File: config.mk
export PLATFORM = sky130hd
export DESIGN_NAME = registro_deserial
export DESIGN_NICKNAME = d
export VERILOG_FILES = /design/src/rtl/registro_deserial_pkg.sv /design/src/rtl/registro_hold.sv /design/src/rtl/registro_deserial.sv
export SDC_FILE = /design/constraint.sdc
export NUM_CORES = 1
export LEC_CHECK = 0
export ABC_AREA = 1
export CORE_MARGIN = 5
export CORE_UTILIZATION = 25
export CTS_CLUSTER_SIZE = 28
export DETAILED_ROUTE_END_ITERATION = 16
export MAX_ROUTING_LAYER = met4
export PLACE_DENSITY = 0.45
export SYNTH_ARGS = -nofsm -noshare
export SYNTH_HDL_FRONTEND = slang
export SYNTH_SLANG_ARGS = --single-unit
File: constraint.sdc
create_clock -name CLK -period 1.1 [get_ports CLK]
set_input_delay 0.33 -clock CLK [delete_from_list [all_inputs] [get_ports CLK]]
set_output_delay 0.33 -clock CLK [all_outputs]
set_load 0.01 [all_outputs]
File: src/rtl/registro_deserial_pkg.sv
// Shared state and direction codes for the serial-to-parallel receiver.
package registro_deserial_pkg;

    typedef enum logic {
        RX_IDLE = 1'b0,
        RX_RECV = 1'b1
    } rx_state_e;

    localparam logic MSB_FIRST = 1'b0;
    localparam logic LSB_FIRST = 1'b1;

endpackage : registro_deserial_pkg

File: src/rtl/registro_hold.sv
// One-word valid/ready holding buffer; a word arriving while the buffer is full
// and not being drained is dropped and raises a sticky overrun flag.
module registro_hold
    import registro_deserial_pkg::*;
#(
    parameter int unsigned WIDTH = 4
) (
    input  logic             clk,
    input  logic             rst_n,
    input  logic             complete_i,
    input  logic [WIDTH-1:0] word_i,
    input  logic             ready_i,
    output logic [WIDTH-1:0] q_o,
    output logic             valid_o,
    output logic             overrun_o
);

    logic [WIDTH-1:0] q_q, q_d;
    logic             valid_q, valid_d;
    logic             ovr_q, ovr_d;

    // A completion on the same edge as a consume replaces the held word.
    always_comb begin
        q_d     = q_q;
        valid_d = valid_q;
        ovr_d   = ovr_q;
        if (complete_i) begin
            if (!valid_q || ready_i) begin
                q_d     = word_i;
                valid_d = 1'b1;
            end else begin
                ovr_d = 1'b1;
            end
        end else if (valid_q && ready_i) begin
            valid_d = 1'b0;
        end
    end

    always_ff @(posedge clk or negedge rst_n) begin
        if (!rst_n) begin
            q_q     <= '0;
            valid_q <= 1'b0;
            ovr_q   <= 1'b0;
        end else begin
            q_q     <= q_d;
            valid_q <= valid_d;
            ovr_q   <= ovr_d;
        end
    end

    assign q_o       = q_q;
    assign valid_o   = valid_q;
    assign overrun_o = ovr_q;

endmodule : registro_hold

File: src/rtl/registro_deserial.sv
// Serial receiver: assembles WIDTH bits from a shift-register S_OUT stream into
// a word in original bit order and hands it to a valid/ready holding buffer.
module registro_deserial
    import registro_deserial_pkg::*;
#(
    parameter int unsigned WIDTH = 4
) (
    input  logic             CLK,
    input  logic             RESET_L,
    input  logic             ENB,
    input  logic             START,
    input  logic             DIR,
    input  logic             S_IN,
    input  logic             Q_READY,
    output logic [WIDTH-1:0] Q,
    output logic             Q_VALID,
    output logic             BUSY,
    output logic             OVERRUN
);

    localparam int unsigned CW = (WIDTH > 1) ? $clog2(WIDTH) : 1;

    rx_state_e        state_q, state_d;
    logic [CW-1:0]    cnt_q, cnt_d;
    logic [WIDTH-1:0] sh_q, sh_d;
    logic             dir_q, dir_d;
    logic             busy_q;
    logic             frame_done;
    logic             dir_sel;
    logic [WIDTH-1:0] sh_next;

    // The first bit is shifted with the live DIR, later bits with the latched one.
    assign dir_sel = (state_q == RX_IDLE) ? DIR : dir_q;
    assign sh_next = (dir_sel == LSB_FIRST) ? {S_IN, sh_q[WIDTH-1:1]}
                                            : {sh_q[WIDTH-2:0], S_IN};

    always_comb begin
        state_d    = state_q;
        cnt_d      = cnt_q;
        sh_d       = sh_q;
        dir_d      = dir_q;
        frame_done = 1'b0;
        unique case (state_q)
            RX_IDLE: begin
                if (ENB && START) begin
                    sh_d    = sh_next;
                    dir_d   = DIR;
                    cnt_d   = CW'(1);
                    state_d = RX_RECV;
                end
            end
            RX_RECV: begin
                if (ENB) begin
                    sh_d = sh_next;
                    if (cnt_q == CW'(WIDTH - 1)) begin
                        cnt_d      = '0;
                        state_d    = RX_IDLE;
                        frame_done = 1'b1;
                    end else begin
                        cnt_d = cnt_q + CW'(1);
                    end
                end
            end
            default: state_d = RX_IDLE;
        endcase
    end

    always_ff @(posedge CLK or negedge RESET_L) begin
        if (!RESET_L) begin
            state_q <= RX_IDLE;
            cnt_q   <= '0;
            sh_q    <= '0;
            dir_q   <= MSB_FIRST;
            busy_q  <= 1'b0;
        end else begin
            state_q <= state_d;
            cnt_q   <= cnt_d;
            sh_q    <= sh_d;
            dir_q   <= dir_d;
            busy_q  <= (state_d == RX_RECV);
        end
    end

    assign BUSY = busy_q;

    registro_hold #(
        .WIDTH (WIDTH)
    ) u_hold (
        .clk        (CLK),
        .rst_n      (RESET_L),
        .complete_i (frame_done),
        .word_i     (sh_d),
        .ready_i    (Q_READY),
        .q_o        (Q),
        .valid_o    (Q_VALID),
        .overrun_o  (OVERRUN)
    );

endmodule : registro_deserial

==> impl_metrics.env <==
export IMPL_grt_use_met3=0.0248
export IMPL_diodes=0
export IMPL_post_route_period_util=1.09
export IMPL_syn_instance_count=76
export IMPL_fin_skew_ns=0.00452
export IMPL_maxCapViolations=0
export IMPL_gp_congestion=0.765
export IMPL_setup_tns_ns=-0.881
export IMPL_cp_max_fo=5
export IMPL_core_area_sq_mm=0.00252
export IMPL_synthTopCellsByArea="dfrtp_1 (52%), nand3_1 (12%), nand2_1 (8.4%), inv_1 (5.0%), and2_1 (3.7%)"
export IMPL_start_util=0.267
export IMPL_layout_common_cells="dfrtp_1 (13), nand2_1 (11), buf_4 (11)"
export IMPL_worst_setup_path_type="flip-flop to flip-flop"
export IMPL_cts_htree_levels=1
export IMPL_antenna_found_initial=0
export IMPL_critical_path_buf_inv_count=1
export IMPL_routed_wl_um=1740
export IMPL_setup_violations=15
export IMPL_fin_ws_ns=-0.0956
export IMPL_grt_pass1_wl_um=2600
export IMPL_syn_nets=84
export IMPL_violations="negative setup slack"
export IMPL_cp_required_ns=1.27
export IMPL_max_slew_margin=0.813
export IMPL_first_global_vias=569
export IMPL_crit_slowest_cell="dfrtp_2"
export IMPL_cp_arrival_ns=1.37
export IMPL_yosysTopAreaCell="dfrtp_1"
export IMPL_whs_ns=0.368
export IMPL_final_cells=139
export IMPL_clock_fmax_mhz=836
export IMPL_layout_drive_gt1_share=0.514
export IMPL_drc=0
export IMPL_rsz0062_at_grt="yes"
export IMPL_clk_pin_slew_ns=0.09
export IMPL_ir_drop_v=0.000933
export IMPL_area_delta_synth_final_pct=64.5
export IMPL_grt_util_met2=0.136
export IMPL_multi_input_area_sq_um=402
export IMPL_p_total_uw=2740
export IMPL_placed_cells=129
export IMPL_path_cells="buf_6 -> nand2_8 -> nand2_8 -> or2_4 -> and2_1"
export IMPL_gr_usage_met1=0.129
export IMPL_dr_pass1_iters=2
export IMPL_slew_violations=0
export IMPL_hpwl_um=1150
export IMPL_dp_slack_ns=-0.465
export IMPL_cpLargestDelayFamily="simple AND/OR/NAND/NOR gates"
export IMPL_hold_viol=0
export IMPL_root_buffer="clkbuf_4"
export IMPL_post_drt_wl_per_cell_um=12.5
export IMPL_cts_tree="built"
export IMPL_yosys_warnings=0
export IMPL_cp_start_kind="flip-flop"
export IMPL_ff_latch_area_sq_um=352
export IMPL_fin_crit_ns=1.20
export IMPL_grt_overflow_total=0
export IMPL_vias_per_cell=4.52
export IMPL_grt_max_degree=15
export IMPL_worst_pin_slew_ns=0.280
export IMPL_power_density_mw_per_mm2=2470
export IMPL_ios=14
export IMPL_hold_path_class="input port to asynchronous set/reset pin"
export IMPL_yosysSeqAreaShare=0.520
export IMPL_leakage_uw=0.000558
export IMPL_ys_ff_latch=14
export IMPL_die_h_um=61.9
export IMPL_numCtsBuffers=3
export IMPL_status="finished with violations"
export IMPL_end_kind="flip-flop"
export IMPL_synth_area_sq_um=673
export IMPL_grtUsageTotal=0.0956
export IMPL_cts_hold_buf=0
export IMPL_vias=628
export IMPL_cp_common_cell="nand2_8"
export IMPL_fillers=270
export IMPL_die_area_sq_mm=0.00383
export IMPL_rows=18
export IMPL_mostFrequentLayoutCell="dfrtp_1"
export IMPL_cts_sinks=14
export IMPL_gr_max_usage_layer="met2"
export IMPL_final_nets=118
export IMPL_synth_top_area_share=0.520
export IMPL_clk_path_buf_depth=2
export IMPL_slowest_delay_ns=0.43
export IMPL_die_w_um=61.9
export IMPL_clk_latency_ns=0.28
export IMPL_synth_distinct_cells=16
export IMPL_drt_iter0_drc=3
export IMPL_postRouteAntennaNets=0
export IMPL_syn_area_per_cell_sq_um=8.86
export IMPL_port_buffers=13
[routing by layer]
layer | up-vias | share of wire | routed length (um)
met1 | 299 | 0.44 | 764
met2 | 10 | 0.51 | 881
met4 | 0 | 0.0086 | 15
met5 | - | 0 | 0
met3 | 2 | 0.042 | 73
li1 | 317 | - | -
[sequential cells by signal (all words and copies together) (netlist names)]
signal and count:
sh_q 4, cnt_q 2, u_hold.overrun_o 1, BUSY 1, u_hold.valid_o 1, u_hold.q_o 4
dir_q 1
[cell usage after synthesis]
cell      instances
nand3_1          16
nand2_1          15
dfrtp_1          14
inv_1             9
and2_1            4
o21ai_0           4
or2_1             4
nand2_4           2
a21o_2            1
a21oi_1           1
clkinv_2          1
ha_1              1
nand2_2           1
nor2_1            1
nor2_4            1
o31ai_1           1
[per-stage QoR]
| step | util | instance area [sq um] |
|---|---|---|
| 5_1_grt | 0.439 | 1110 |
| 3_3_place_gp | 0.371 | 935 |
| 3_5_place_dp | 0.371 | 935 |
| 6_report | 0.439 | 1110 |
| 4_1_cts | 0.394 | 993 |
| 2_1_floorplan | - | 679 |
[worst register-to-register path, stage by stage, from the launching register on]
cell	delay, ns
dfrtp_2	0.43
buf_6	0.13
nand2_8	0.08
nand2_8	0.06
or2_4	0.26
and2_1	0.13
[power by group]
part / total, uW / internal, uW / switching, uW
logic: 1450 / 714 / 733
clock network: 375 / 201 / 174
registers: 915 / 757 / 158
total: 2740 / 1670 / 1070
[kinds of logic after synthesis]
logic type | share of synthesized area
flops | 0.520
compound gates | 0.0613
simple gates | 0.342
fa+ha+maj | 0.0186
buf+inv | 0.0576
[timing repair]
action | CTS | global route
buffers inserted | 2 | 3
gates resized for setup | 43 | 23
hold endpoints to repair | 0 | 0
endpoints found under the setup margin | 19 | 18
pin swaps | 10 | 4
cloned | 1 | 0
[area by class of cell]
cell class	instances	share of cell area
Tap cell	30	0.0339
Multi-Input combinational cell	53	0.363
Clock buffer	4	0.0328
Sequential cell	14	0.318
Timing Repair Buffer	28	0.212
Inverter	10	0.0407
[worst paths after layout]
| path | from | to | slack (ns) | depth (start not counted) |
|---|---|---|---|---|
| setup / recovery | BUSY$_DFF_PN0_ | sh_q[2]$_DFF_PN0_ | -0.1 | 5 |
| hold / removal | RESET_L | u_hold.q_o[3]$_DFFE_PN0P_ | 0.37 | 2 |
| setup reg to reg | BUSY$_DFF_PN0_ | sh_q[2]$_DFF_PN0_ | -0.1 | 5 |
| hold reg to reg | u_hold.overrun_o$_DFFE_PN0P_ | u_hold.overrun_o$_DFFE_PN0P_ | 0.48 | 1 |
| max in group asynchronous | RESET_L | BUSY$_DFF_PN0_ | 0.61 | 2 |
| min in group CLK | u_hold.overrun_o$_DFFE_PN0P_ | u_hold.overrun_o$_DFFE_PN0P_ | 0.48 | 1 |
Power figures use the tool's default switching activity.
==> edit (same flow settings) <==
Change the package constant `MSB_FIRST` from 1'b0 to 1'b1.
--- a/src/rtl/registro_deserial_pkg.sv
+++ b/src/rtl/registro_deserial_pkg.sv
@@ -6,7 +6,7 @@
         RX_RECV = 1'b1
     } rx_state_e;
 
-    localparam logic MSB_FIRST = 1'b0;
+    localparam logic MSB_FIRST = 1'b1;
     localparam logic LSB_FIRST = 1'b1;
 
 endpackage : registro_deserial_pkg
Behaviour: same outputs for any inputs over 10 cycles, from zero or initial values and one cycle with RESET_L low; that may be too few to reach the edited logic, so the function may still have changed.
==> edit against the unedited design <==
  * The flow still finishes with violations (negative setup slack)
  * Sequential power rose by 0.4%
  * Sequential cell count did not move
  * Non-clock buffer count rose by 4
  * Via count fell by 0.64%
  * Worst hold slack improved by 0.012 ns
  * Critical path depth rose by 1
  * Die area rose by 0.16%
  * Synthesized area rose by 0.19%
  * Worst setup slack improved by 0.0046 ns
  * Routed wire length fell by 7.1%
  * Total power rose by 0.55%
  * Final area fell by 1.0%
  * Critical path type unchanged
==> edit: results (changes against the unedited design) <==
metric	value	unit	change
LEAKAGE	0.538	nW	was 0.558 nW
register area	353	sq um	was 352 sq um
Total Wirelength	1610	microns	was 1740 microns
GPL Wtd Cong	0.728		was 0.765
largest cells by area after synthesis	dfrtp_1, nand3_1, nand2_1		unchanged
vias in the first global route	598		was 569
critical path peak fanout	7		was 5
final setup fails	15		unchanged
hpwl dp	1140	microns	was 1150 microns
seq_cells	14		unchanged
failing checks	negative setup slack		unchanged
Arrival @ worst endpoint	1.37	ns	about the same
outcome	complete, but fails checks		unchanged
Peak supply drop	1.24	mV	was 0.933 mV
area of placed instances	946	sq um	was 935 sq um
Data buffer area share	0.235		was 0.212
Tot GR Track Use	0.0938		was 0.0956
Worst Skew	0.00156	ns	was 0.00452 ns
ys async rst share	1.00		unchanged
TNS Setup	-0.807	ns	was -0.881 ns
fraction of standard cell area in multi-input logic	0.337		was 0.363
largest family of logic cells by synthesized area	simple AND/OR/NAND/NOR gates		unchanged
Worst Hold Margin	0.380	ns	was 0.368 ns
Setup crit end	u_hold.q_o[2]		was sh_q[2]
post-synthesis sequential area ratio	0.521		was 0.520
pin count of the biggest net entering global routing	9		was 15
Netlist cell types	17		was 16
PnR worst setup slack	-0.0910	ns	was -0.0956 ns
layout cell share with drive strength beyond 1	0.482		was 0.514
Switch Pwr	1.03	mW	was 1.07 mW
pre-CTS setup slack	-0.445	ns	was -0.465 ns
multi-input combinational cell count	52		was 53
Tightest Pin Transition	0.243	ns	was 0.280 ns
# fillers	265		was 270
Non-clk bufs	32		was 28
postcts setup bufs	5		was 2
Synth Area in Adders	0.0186		about the same
most frequent cells after synthesis	nand3_1, nand2_1, dfrtp_1, inv_1		unchanged
global-route wire length before repair	2550	microns	was 2600 microns
Final nets	121		was 118
post-synthesis compound-gate area fraction	0.0612		was 0.0613
clock-cell share of area	0.0331		was 0.0328
Ys Warns	0		unchanged
## edit: metal layers
| metal | track usage | share of wire |
|---|---|---|
| met1 | 0.110 | 0.43 |
| met2 | 0.152 | 0.50 |
| met3 | 0.0372 | 0.057 |
| met4 | 0.0182 | 0.0062 |
| met5 | - | 0 |
## edit: power by group through the flow
stage                     Sequential [mW]  Combinational, mW  Clock [mW]
final                               0.919               1.46       0.373
after global routing                0.945               1.61       0.401
after CTS                           0.905               1.26       0.387
after detailed placement            0.916               1.19           0
after global placement              0.914               1.17           0
after floorplan                     0.963              0.580           0
## edit: cell families after synthesis
| logic type | after synthesis |
|---|---|
| AND/OR/NAND/NOR | 44 |
| flip-flops | 14 |
| buffers and inverters | 10 |
| AO/OA/AOI/OAI | 7 |
| adder cells (fa/ha/maj) | 1 |
## edit: through the flow
step | instances | utilization
6_report | 142 | 0.435
5_1_grt | 142 | 0.435
4_1_cts | 141 | 0.403
3_5_place_dp | 132 | 0.375
3_3_place_gp | 132 | 0.375
2_1_floorplan | 76 | -
